### src/rtl/ic_fetch_pkg.sv
// ic_fetch_pkg: shared address/data types and helpers for the fetch front-end.
// Rev 1.0
`default_nettype none

package ic_fetch_pkg;

   localparam int SC_LADDR_W        = 32;
   localparam int IC_DATA_W         = 128;
   localparam int IC_FETCH_NENTRIES = 4;

   typedef logic [SC_LADDR_W-1:0] SC_laddr_type;
   typedef logic [IC_DATA_W-1:0]  I_ictocore_type;

   typedef struct packed {
      SC_laddr_type   pc;
      I_ictocore_type data;
   } I_fetch_type;

   // Align down to the block boundary, then step one block; wraps naturally.
   function automatic SC_laddr_type next_fetch_pc(input SC_laddr_type pc,
                                                  input int unsigned fetch_bytes);
      SC_laddr_type mask;
      mask = SC_laddr_type'(fetch_bytes - 1);
      return (pc & ~mask) + SC_laddr_type'(fetch_bytes);
   endfunction

endpackage

`default_nettype wire

### src/rtl/ic_fetch_queue.sv
// ic_fetch_queue: circular buffer of {pc, data, filled} with alloc/fill/head pointers.
// Rev 1.0
`default_nettype none

module ic_fetch_queue
   import ic_fetch_pkg::*;
#(
   parameter int unsigned NENTRIES = IC_FETCH_NENTRIES,
   parameter int          CW       = $clog2(NENTRIES + 1)
) (
   input  logic                 clk,
   input  logic                 reset,
   input  logic                 flush,
   input  logic                 alloc_en,
   input  logic [SC_LADDR_W-1:0] alloc_pc,
   input  logic                 fill_en,
   input  logic [IC_DATA_W-1:0] fill_data,
   input  logic                 drain_en,
   output logic [CW-1:0]        count,
   output logic [CW-1:0]        unfilled,
   output logic                 head_valid,
   output logic [SC_LADDR_W-1:0] head_pc,
   output logic [IC_DATA_W-1:0] head_data
);

   localparam int PW = (NENTRIES > 1) ? $clog2(NENTRIES) : 1;

   I_fetch_type         entry [NENTRIES];
   logic [NENTRIES-1:0] filled;
   logic [PW-1:0]       alloc_ptr;
   logic [PW-1:0]       fill_ptr;
   logic [PW-1:0]       head_ptr;
   logic                do_fill;

   function automatic logic [PW-1:0] bump(input logic [PW-1:0] ptr);
      return (ptr == PW'(NENTRIES - 1)) ? '0 : ptr + PW'(1);
   endfunction

   // A response with nothing awaiting data is ignored rather than corrupting state.
   assign do_fill = fill_en && (unfilled != '0);

   always_ff @(posedge clk or negedge reset) begin
      if (!reset) begin
         filled    <= '0;
         alloc_ptr <= '0;
         fill_ptr  <= '0;
         head_ptr  <= '0;
         count     <= '0;
         unfilled  <= '0;
      end else if (flush) begin
         filled    <= '0;
         alloc_ptr <= '0;
         fill_ptr  <= '0;
         head_ptr  <= '0;
         count     <= '0;
         unfilled  <= '0;
      end else begin
         if (alloc_en) begin
            filled[alloc_ptr] <= 1'b0;
            alloc_ptr         <= bump(alloc_ptr);
         end
         if (do_fill) begin
            filled[fill_ptr] <= 1'b1;
            fill_ptr         <= bump(fill_ptr);
         end
         if (drain_en) begin
            head_ptr <= bump(head_ptr);
         end
         count    <= count + CW'(alloc_en) - CW'(drain_en);
         unfilled <= unfilled + CW'(alloc_en) - CW'(do_fill);
      end
   end

   // Payload storage needs no reset: the filled bits and count qualify it.
   always_ff @(posedge clk) begin
      if (alloc_en && !flush) begin
         entry[alloc_ptr].pc <= alloc_pc;
      end
      if (do_fill && !flush) begin
         entry[fill_ptr].data <= fill_data;
      end
   end

   assign head_valid = (count != '0) && filled[head_ptr];
   assign head_pc    = entry[head_ptr].pc;
   assign head_data  = entry[head_ptr].data;

endmodule

`default_nettype wire

### src/rtl/ic_fetch.sv
// ic_fetch: sequential PC generator, credit-bounded icache requests, in-order delivery to decode.
// Rev 1.0
`default_nettype none

module ic_fetch
   import ic_fetch_pkg::*;
#(
   parameter int unsigned             FETCH_BYTES = 16,
   parameter int unsigned             NENTRIES    = IC_FETCH_NENTRIES,
   parameter logic [SC_LADDR_W-1:0]   RESET_PC    = '0
) (
   input  logic                  clk,
   input  logic                  reset,
   input  logic                  redirect_valid,
   input  logic [SC_LADDR_W-1:0] redirect_pc,
   output logic                  coretoic_valid,
   input  logic                  coretoic_retry,
   output logic [SC_LADDR_W-1:0] coretoic_pc,
   input  logic                  ictocore_valid,
   output logic                  ictocore_retry,
   input  logic [IC_DATA_W-1:0]  ictocore,
   output logic                  fetch_valid,
   input  logic                  fetch_retry,
   output logic [SC_LADDR_W-1:0] fetch_pc,
   output logic [IC_DATA_W-1:0]  fetch_data
);

   localparam int CW = $clog2(NENTRIES + 1);

   SC_laddr_type  req_pc;
   SC_laddr_type  req_pc_nxt;
   SC_laddr_type  redir_pc;
   SC_laddr_type  redir_pc_nxt;
   logic          stale;
   logic          stale_nxt;
   logic [CW-1:0] squash_cnt;
   logic [CW-1:0] squash_nxt;

   logic [CW-1:0] count;
   logic [CW-1:0] unfilled;
   logic          head_valid;
   logic          credit_ok;
   logic          req_fire;
   logic          resp_drop;
   logic          resp_live;
   logic          alloc_en;
   logic          fill_en;
   logic          drain_en;
   logic          squash_req;

   assign credit_ok      = ({1'b0, count} + {1'b0, squash_cnt}) < (CW + 1)'(NENTRIES);
   assign coretoic_valid = reset && (stale || credit_ok);
   assign coretoic_pc    = req_pc;
   assign ictocore_retry = 1'b0;

   assign req_fire   = coretoic_valid && !coretoic_retry;
   assign resp_drop  = ictocore_valid && (squash_cnt != '0);
   assign resp_live  = ictocore_valid && (squash_cnt == '0);
   assign alloc_en   = req_fire && !stale && !redirect_valid;
   assign fill_en    = resp_live && !redirect_valid;
   // Wrong-path requests accepted by the icache get no queue slot; their response is owed.
   assign squash_req = req_fire && (stale || redirect_valid);

   assign fetch_valid = head_valid && !redirect_valid;
   assign drain_en    = fetch_valid && !fetch_retry;

   always_comb begin
      squash_nxt = squash_cnt;
      if (redirect_valid) begin
         // A live response this cycle lands on a flushed entry and pays one off.
         squash_nxt = squash_nxt + unfilled - CW'(resp_live);
      end
      squash_nxt = squash_nxt + CW'(squash_req) - CW'(resp_drop);
   end

   always_comb begin
      req_pc_nxt   = req_pc;
      redir_pc_nxt = redir_pc;
      stale_nxt    = stale;
      if (stale) begin
         if (req_fire) begin
            stale_nxt  = 1'b0;
            req_pc_nxt = redirect_valid ? redirect_pc : redir_pc;
         end else if (redirect_valid) begin
            redir_pc_nxt = redirect_pc;
         end
      end else if (redirect_valid) begin
         if (coretoic_valid && coretoic_retry) begin
            stale_nxt    = 1'b1;
            redir_pc_nxt = redirect_pc;
         end else begin
            req_pc_nxt = redirect_pc;
         end
      end else if (req_fire) begin
         req_pc_nxt = next_fetch_pc(req_pc, FETCH_BYTES);
      end
   end

   always_ff @(posedge clk or negedge reset) begin
      if (!reset) begin
         req_pc     <= RESET_PC;
         redir_pc   <= RESET_PC;
         stale      <= 1'b0;
         squash_cnt <= '0;
      end else begin
         req_pc     <= req_pc_nxt;
         redir_pc   <= redir_pc_nxt;
         stale      <= stale_nxt;
         squash_cnt <= squash_nxt;
      end
   end

   ic_fetch_queue #(
      .NENTRIES (NENTRIES),
      .CW       (CW)
   ) u_queue (
      .clk        (clk),
      .reset      (reset),
      .flush      (redirect_valid),
      .alloc_en   (alloc_en),
      .alloc_pc   (req_pc),
      .fill_en    (fill_en),
      .fill_data  (ictocore),
      .drain_en   (drain_en),
      .count      (count),
      .unfilled   (unfilled),
      .head_valid (head_valid),
      .head_pc    (fetch_pc),
      .head_data  (fetch_data)
   );

endmodule

`default_nettype wire

### config.mk
export PLATFORM = sky130hd
export DESIGN_NAME = ic_fetch
export DESIGN_NICKNAME = d
export VERILOG_FILES = /design/src/rtl/ic_fetch_pkg.sv /design/src/rtl/ic_fetch_queue.sv /design/src/rtl/ic_fetch.sv
export SDC_FILE = /design/constraint.sdc
export NUM_CORES = 1
export LEC_CHECK = 0
export CAP_MARGIN = 0
export CORE_MARGIN = 10
export CORE_UTILIZATION = 59
export CTS_BUF_LIST = sky130_fd_sc_hd__clkbuf_4 sky130_fd_sc_hd__clkbuf_8 sky130_fd_sc_hd__clkbuf_16
export CTS_CLUSTER_SIZE = 12
export DETAILED_ROUTE_END_ITERATION = 8
export PLACE_DENSITY = 0.84
export SLEW_MARGIN = 20
export SYNTH_ARGS = -nofsm -noshare
export SYNTH_HDL_FRONTEND = slang
export SYNTH_SLANG_ARGS = --single-unit
### constraint.sdc
create_clock -name clk -period 8.5 [get_ports clk]
set_input_delay 2.125 -clock clk [delete_from_list [all_inputs] [get_ports clk]]
set_output_delay 2.125 -clock clk [all_outputs]
set_load 0.02 [all_outputs]
**Word-level counts from Yosys, hierarchy flattened**

Memories as Yosys holds them, arrays and structs flattened.
Cells that the tools add are included.

- RAM bits: 640
- Output and inout bits: 195
- Register bits: 84
- Memories kept: 1

Memory list:

| name | words | width | read ports | clocked after Yosys merged registers in | wr ports | RTL line | RTL |
|---|---|---|---|---|---|---|---|
| u_queue.entry | 4 | 160 | 1 | 0 | 2 | ic_fetch_queue.sv:28 | `I_fetch_type entry [NENTRIES];` |

- Equality and inequality tests: 6
- Bitwise logic cells: 3
- Order comparisons: 6
- Mux-type cells: 40
- $add $sub $neg: 13
- Reductions and logical operators: 35

Operators with widths:

| kind | count |
|---|---|
| 2-to-1 mux 32 bit | 10 |
| adder 32 x 5 -> 32 bit, second input constant | 1 |
| 2-to-1 mux 2 bit | 9 |
| logical AND 1 bit | 17 |
| 2-to-1 mux 4 bit | 4 |
| nonzero test 2 bit | 6 |
| subtractor 3 x 1 -> 3 bit | 4 |
| 2-to-1 mux 1 bit | 11 |
| adder 3 x 1 -> 3 bit | 3 |
| less-than comparator 2 x 3 -> 1 bit, second input constant | 3 |
| 2-to-1 mux 3 bit | 3 |
| nonzero test 3 bit | 3 |
| adder 2 x 1 -> 2 bit, second input constant | 3 |
| equality test 2 bit, second input constant | 3 |
| AND reduction 3 bit | 2 |
| adder 3 x 3 -> 4 bit | 1 |
| bitwise AND 4 bit | 1 |
| demux 1 bit (select 2 bit) | 2 |
| >= comparator 2 x 1 -> 1 bit, second input constant | 2 |
| logical NOT 1 bit | 4 |
| less-than comparator 4 x 3 -> 1 bit, second input constant | 1 |
| inverter 4 bit | 1 |
| bitwise OR 4 bit | 1 |
| adder 3 bit | 1 |
| 6 further kinds | 7 |

**Logic depth before layout (Yosys ltp)**

- Depth after elaboration: 12
- Depth in mapped cells: 13

**Modules after synthesis**

From an unflattened synthesis, not the netlist that was laid out.

- Cells, all modules: 1340
- Area total of the unflattened synthesis: 28115.7 um^2

By module, submodules not included:

| module | cells an instance | times used | sequential area each (um^2) | area each (um^2) |
|---|---|---|---|---|
| ic_fetch_queue | 928 | 1 | 19618.8 | 24095.6 |
| ic_fetch | 412 | 1 | 1701.6 | 4020.1 |

**Least setup slack after synthesis**

No wires, ideal clock.

- Kind: in2reg
- Start point: input ictocore_valid
- End point: memory u_queue.entry[0][0] (netlist name), enable pin
- Cell stages on the path: 4
- Setup slack: 2287 ps
- Required time: 7997 ps
- Data arrival time: 5710 ps
- Setup time: 503 ps
- Buffers on the path: 1
- Path through: and2_1 -> o31a_1 -> clkbuf_1 -> and3_1

RTL lines:

| item | RTL line | RTL |
|---|---|---|
| from (decl) | ic_fetch.sv:19 | `input logic ictocore_valid,` |
| to (decl) | ic_fetch_queue.sv:28 |  |

**Worst setup path after layout**

- Start point: register u_queue.head_ptr[1]
- End point: output fetch_valid

- Word-level cells in the longest chain between the ends: 4

Ends and longest elaborated chain:

| item | RTL line | RTL |
|---|---|---|
| from (decl) | ic_fetch_queue.sv:32 | `logic [PW-1:0] head_ptr;` |
| from (signal assigned) | ic_fetch_queue.sv:67 | `head_ptr <= bump(head_ptr);` |
| binary-select mux 1 bit (select 2 bit) | ic_fetch_queue.sv:84 | `assign head_valid = (count != '0) && filled[head_ptr];` |
| 2-to-1 mux 1 bit (not written as such) | ic_fetch_queue.sv:84 |  |
| logical AND 1 bit | ic_fetch_queue.sv:84 |  |
| logical AND 1 bit | ic_fetch.sv:64 | `assign fetch_valid = head_valid && !redirect_valid;` |
| to (decl) | ic_fetch.sv:22 | `output logic fetch_valid,` |

Every way passes these cells. The select of a mux whose other input is x is not followed.

==> reports/metrics.cfg <==
[synth]
syn-num-nets = 1522
yosys_most_used_dff = edfxtp_1
ys_types = 65
yosysMostFrequentCell = edfxtp_1
synth_area_leader_cell = edfxtp_1
synth_edf_count = 640
synth_area_leaders = edfxtp_1 (69%), mux4_2 (13%), dfrtp_1 (7.6%)
yosysSeqAreaShare = 0.7666
async_flop_share = 0.1160
syn_inst = 1332
synth.yosys.warnings = 0
synth_area_sq_um = 27810
ys_seq_elements = 724
yosysTopAreaCellShare = 0.6911
synth_common_cells = edfxtp_1 (640), mux4_2 (161), dfrtp_1 (84), nor2_1 (45), o21ai_0 (41)
avgSynthCellArea_sq_um = 20.88

[worst_setup_path]
crit_family = buffers and inverters
path_buf_inv = 3
critical_path_required_ps = 6380
cp_cell_sequence = buf_4 -> mux4_2 -> o311ai_0 -> inv_1 -> clkdlybuf4s50_1
critical_path_class = reg2out
crit_path_end_kind = primary output
crit_path_start = u_queue.head_ptr[1]
cp_slowest_stage_delay_ps = 940
cpMaxStageDelayCell = dfrtp_4
cp_max_fo = 51
worstPathArrival_ps = 3610
r2r-start = u_queue.head_ptr[1]
start_kind = flop

[status]
outcome = complete, no violations

[cts]
cts-hold-fix-buffers = 0
numCtsBuffers = 73
cts.clk_slew.worst_paths_ps = 60
clock_path_buffers = 3
clk-insertion-delay-late_ps = 610
cts_root_buf = clkbuf_16
tritoncts = yes
h-tree-depth = 3
post_cts_buffers = 0
cts_resized = 0
cts.sinks = 724

[drt]
ant_nets = 0
drc = 0
drtIter0Drc = 1530
wl_per_cell_microns = 27.46
drtPass1Iterations = 5
via_count = 14570
via_per_inst = 6.121
finalWirelength_microns = 65380

[die]
die_h_microns = 237.1
core_area_sq_um = 46560
rows = 79
start_util = 0.5974
die_w_microns = 237.1
io_pins = 361
dieArea_sq_um = 56220

[place]
hpwlAfterDp_microns = 40470
dp_slack_ps = 2792
portBuffers = 359
dp.cells = 2260
gp_congestion = 0.8638

[pwr]
p_leak_nw = 11.25
peakVddDrop_uv = 272.6
p_per_area_nw_per_um2 = 244.4

[timing]
final_max_slew_viol_count = 0
skew_ps = 14.51
relSlewSlack = 0.3757
min_period_ps = 5731
tightest_slew_ps = 936.5
finalHoldViolations = 0
holdWs_ps = 506.9
setup_viol = 0
min_period_over_period = 0.6742
timing.setup.tns_ps = 0
rsz0062_at_grt = false
clock.fmax_mhz = 174.5
worst_slack_ps = 2769

[cells_and_area]
num-nets-final = 1918
num-fill-cells = 2571
drive_above_1_share = 0.1954
final_cells = 2381
area_growth_pct = 23.43

[job]
cap_violations = 0

[grt]
top_usage_layer = met2
grt_pass1_wl_microns = 98460
grt_usage = 0.2327
grt_max_degree = 87
grt_pass1_vias = 15250
antenna_found_initial = 9
met2_usage = 0.3867
grt_overflow = 0
grt.met3_usage = 0.05164
use_met1 = 0.2963

[hold_path]
holdCritPathClass = reg2reg
min-delay-start = redir_pc[22]

[final cells by class]
class	instances	area, sq um	share of cell area
Inverter	31	116.4	0.003390
Multi-Input combinational cell	511	6108	0.1779
Tap cell	607	759.5	0.02212
Clock inverter	15	115.1	0.003353
Antenna cell	8	20.02	0.0005832
Timing Repair Buffer	387	3829	0.1115
Clock buffer	98	2051	0.05974
Sequential cell	724	21330	0.6213
[report_power, final]
part | leakage (nW) | internal (W) | switching, W
combinational | 3.37 | 0.000490 | 0.000538
sequential | 6.79 | 0.00414 | 0.000280
clock | 1.08 | 0.00169 | 0.00125
total | 11.2 | 0.00632 | 0.00207
[worst paths after layout]
check,slack (ps),to,depth (start not counted)
max in group asynchronous,6230,u_queue.head_ptr[0],2
min in group asynchronous,1680,u_queue.head_ptr[1],2
hold reg to reg,510,redir_pc[22],1
hold / removal,510,redir_pc[22],1
setup reg to reg,4540,u_queue.count[2],12
setup / recovery,2770,fetch_valid,5
[cell families (layout without fill, tap and decap cells)]
family | Yosys count | in the layout | synth area share
compound gates | 129 | 129 | 0.03109
simple gates | 143 | 143 | 0.02519
buf+inv | 97 | 531 | 0.01471
xor+xnor | 13 | 13 | 0.004094
mux | 201 | 201 | 0.1463
flops | 724 | 724 | 0.7666
fa+ha+maj | 24 | 24 | 0.01188
other cells | 1 | 9 | 0.0001348
[per-stage QoR]
stage          instance area, sq um  total power [W]  utilization
2_1_floorplan                 27810         0.004975            -
3_3_place_gp                  32130         0.005445       0.6902
3_5_place_dp                  32130         0.005503       0.6902
4_1_cts                       34300         0.008443       0.7367
5_1_grt                       34330         0.008687       0.7373
6_report                      34330         0.008390       0.7373
[state kept, by name, indices dropped and copies added, names as in the netlist]
name               count
squash_cnt             3
u_queue.count          3
u_queue.fill_ptr       2
u_queue.unfilled       3
u_queue.head_ptr       2
u_queue.filled         4
redir_pc              32
u_queue.entry        640
u_queue.alloc_ptr      2
coretoic_pc           32
stale                  1
[worst register-to-register path, cell delays in order (launching register included)]
cell and delay (ps):
dfrtp_4 940, buf_4 650, mux4_2 450, o311ai_0 240, or2_2 410, inv_1 80, ha_1 220, inv_1 60
ha_1 130, inv_1 50, fa_1 380, xnor2_1 170, nor2_1 60
[routing by layer]
layer / share of wire / vias to the layer above
li1: - / 6239
met1: 0.37 / 7538
met2: 0.53 / 704
met3: 0.081 / 90
met4: 0.024 / 2
met5: 0.00011 / -
[layout by cell type (no fill, tap or decap), types with 9 or more instances in the layout]
cell type	synthesis	layout
edfxtp_1	640	640
clkdlybuf4s50_1	0	357
mux4_2	161	161
dfrtp_1	84	82
clkbuf_16	0	74
nor2_1	45	45
o21ai_0	41	41
mux2_2	32	32
inv_1	31	31
nand2_1	30	30
buf_4	1	25
a21oi_1	23	23
clkbuf_4	0	21
ha_1	20	20
nand3_1	19	19
a22oi_1	10	10
xnor2_1	9	9
Power figures use the tool's default switching activity.
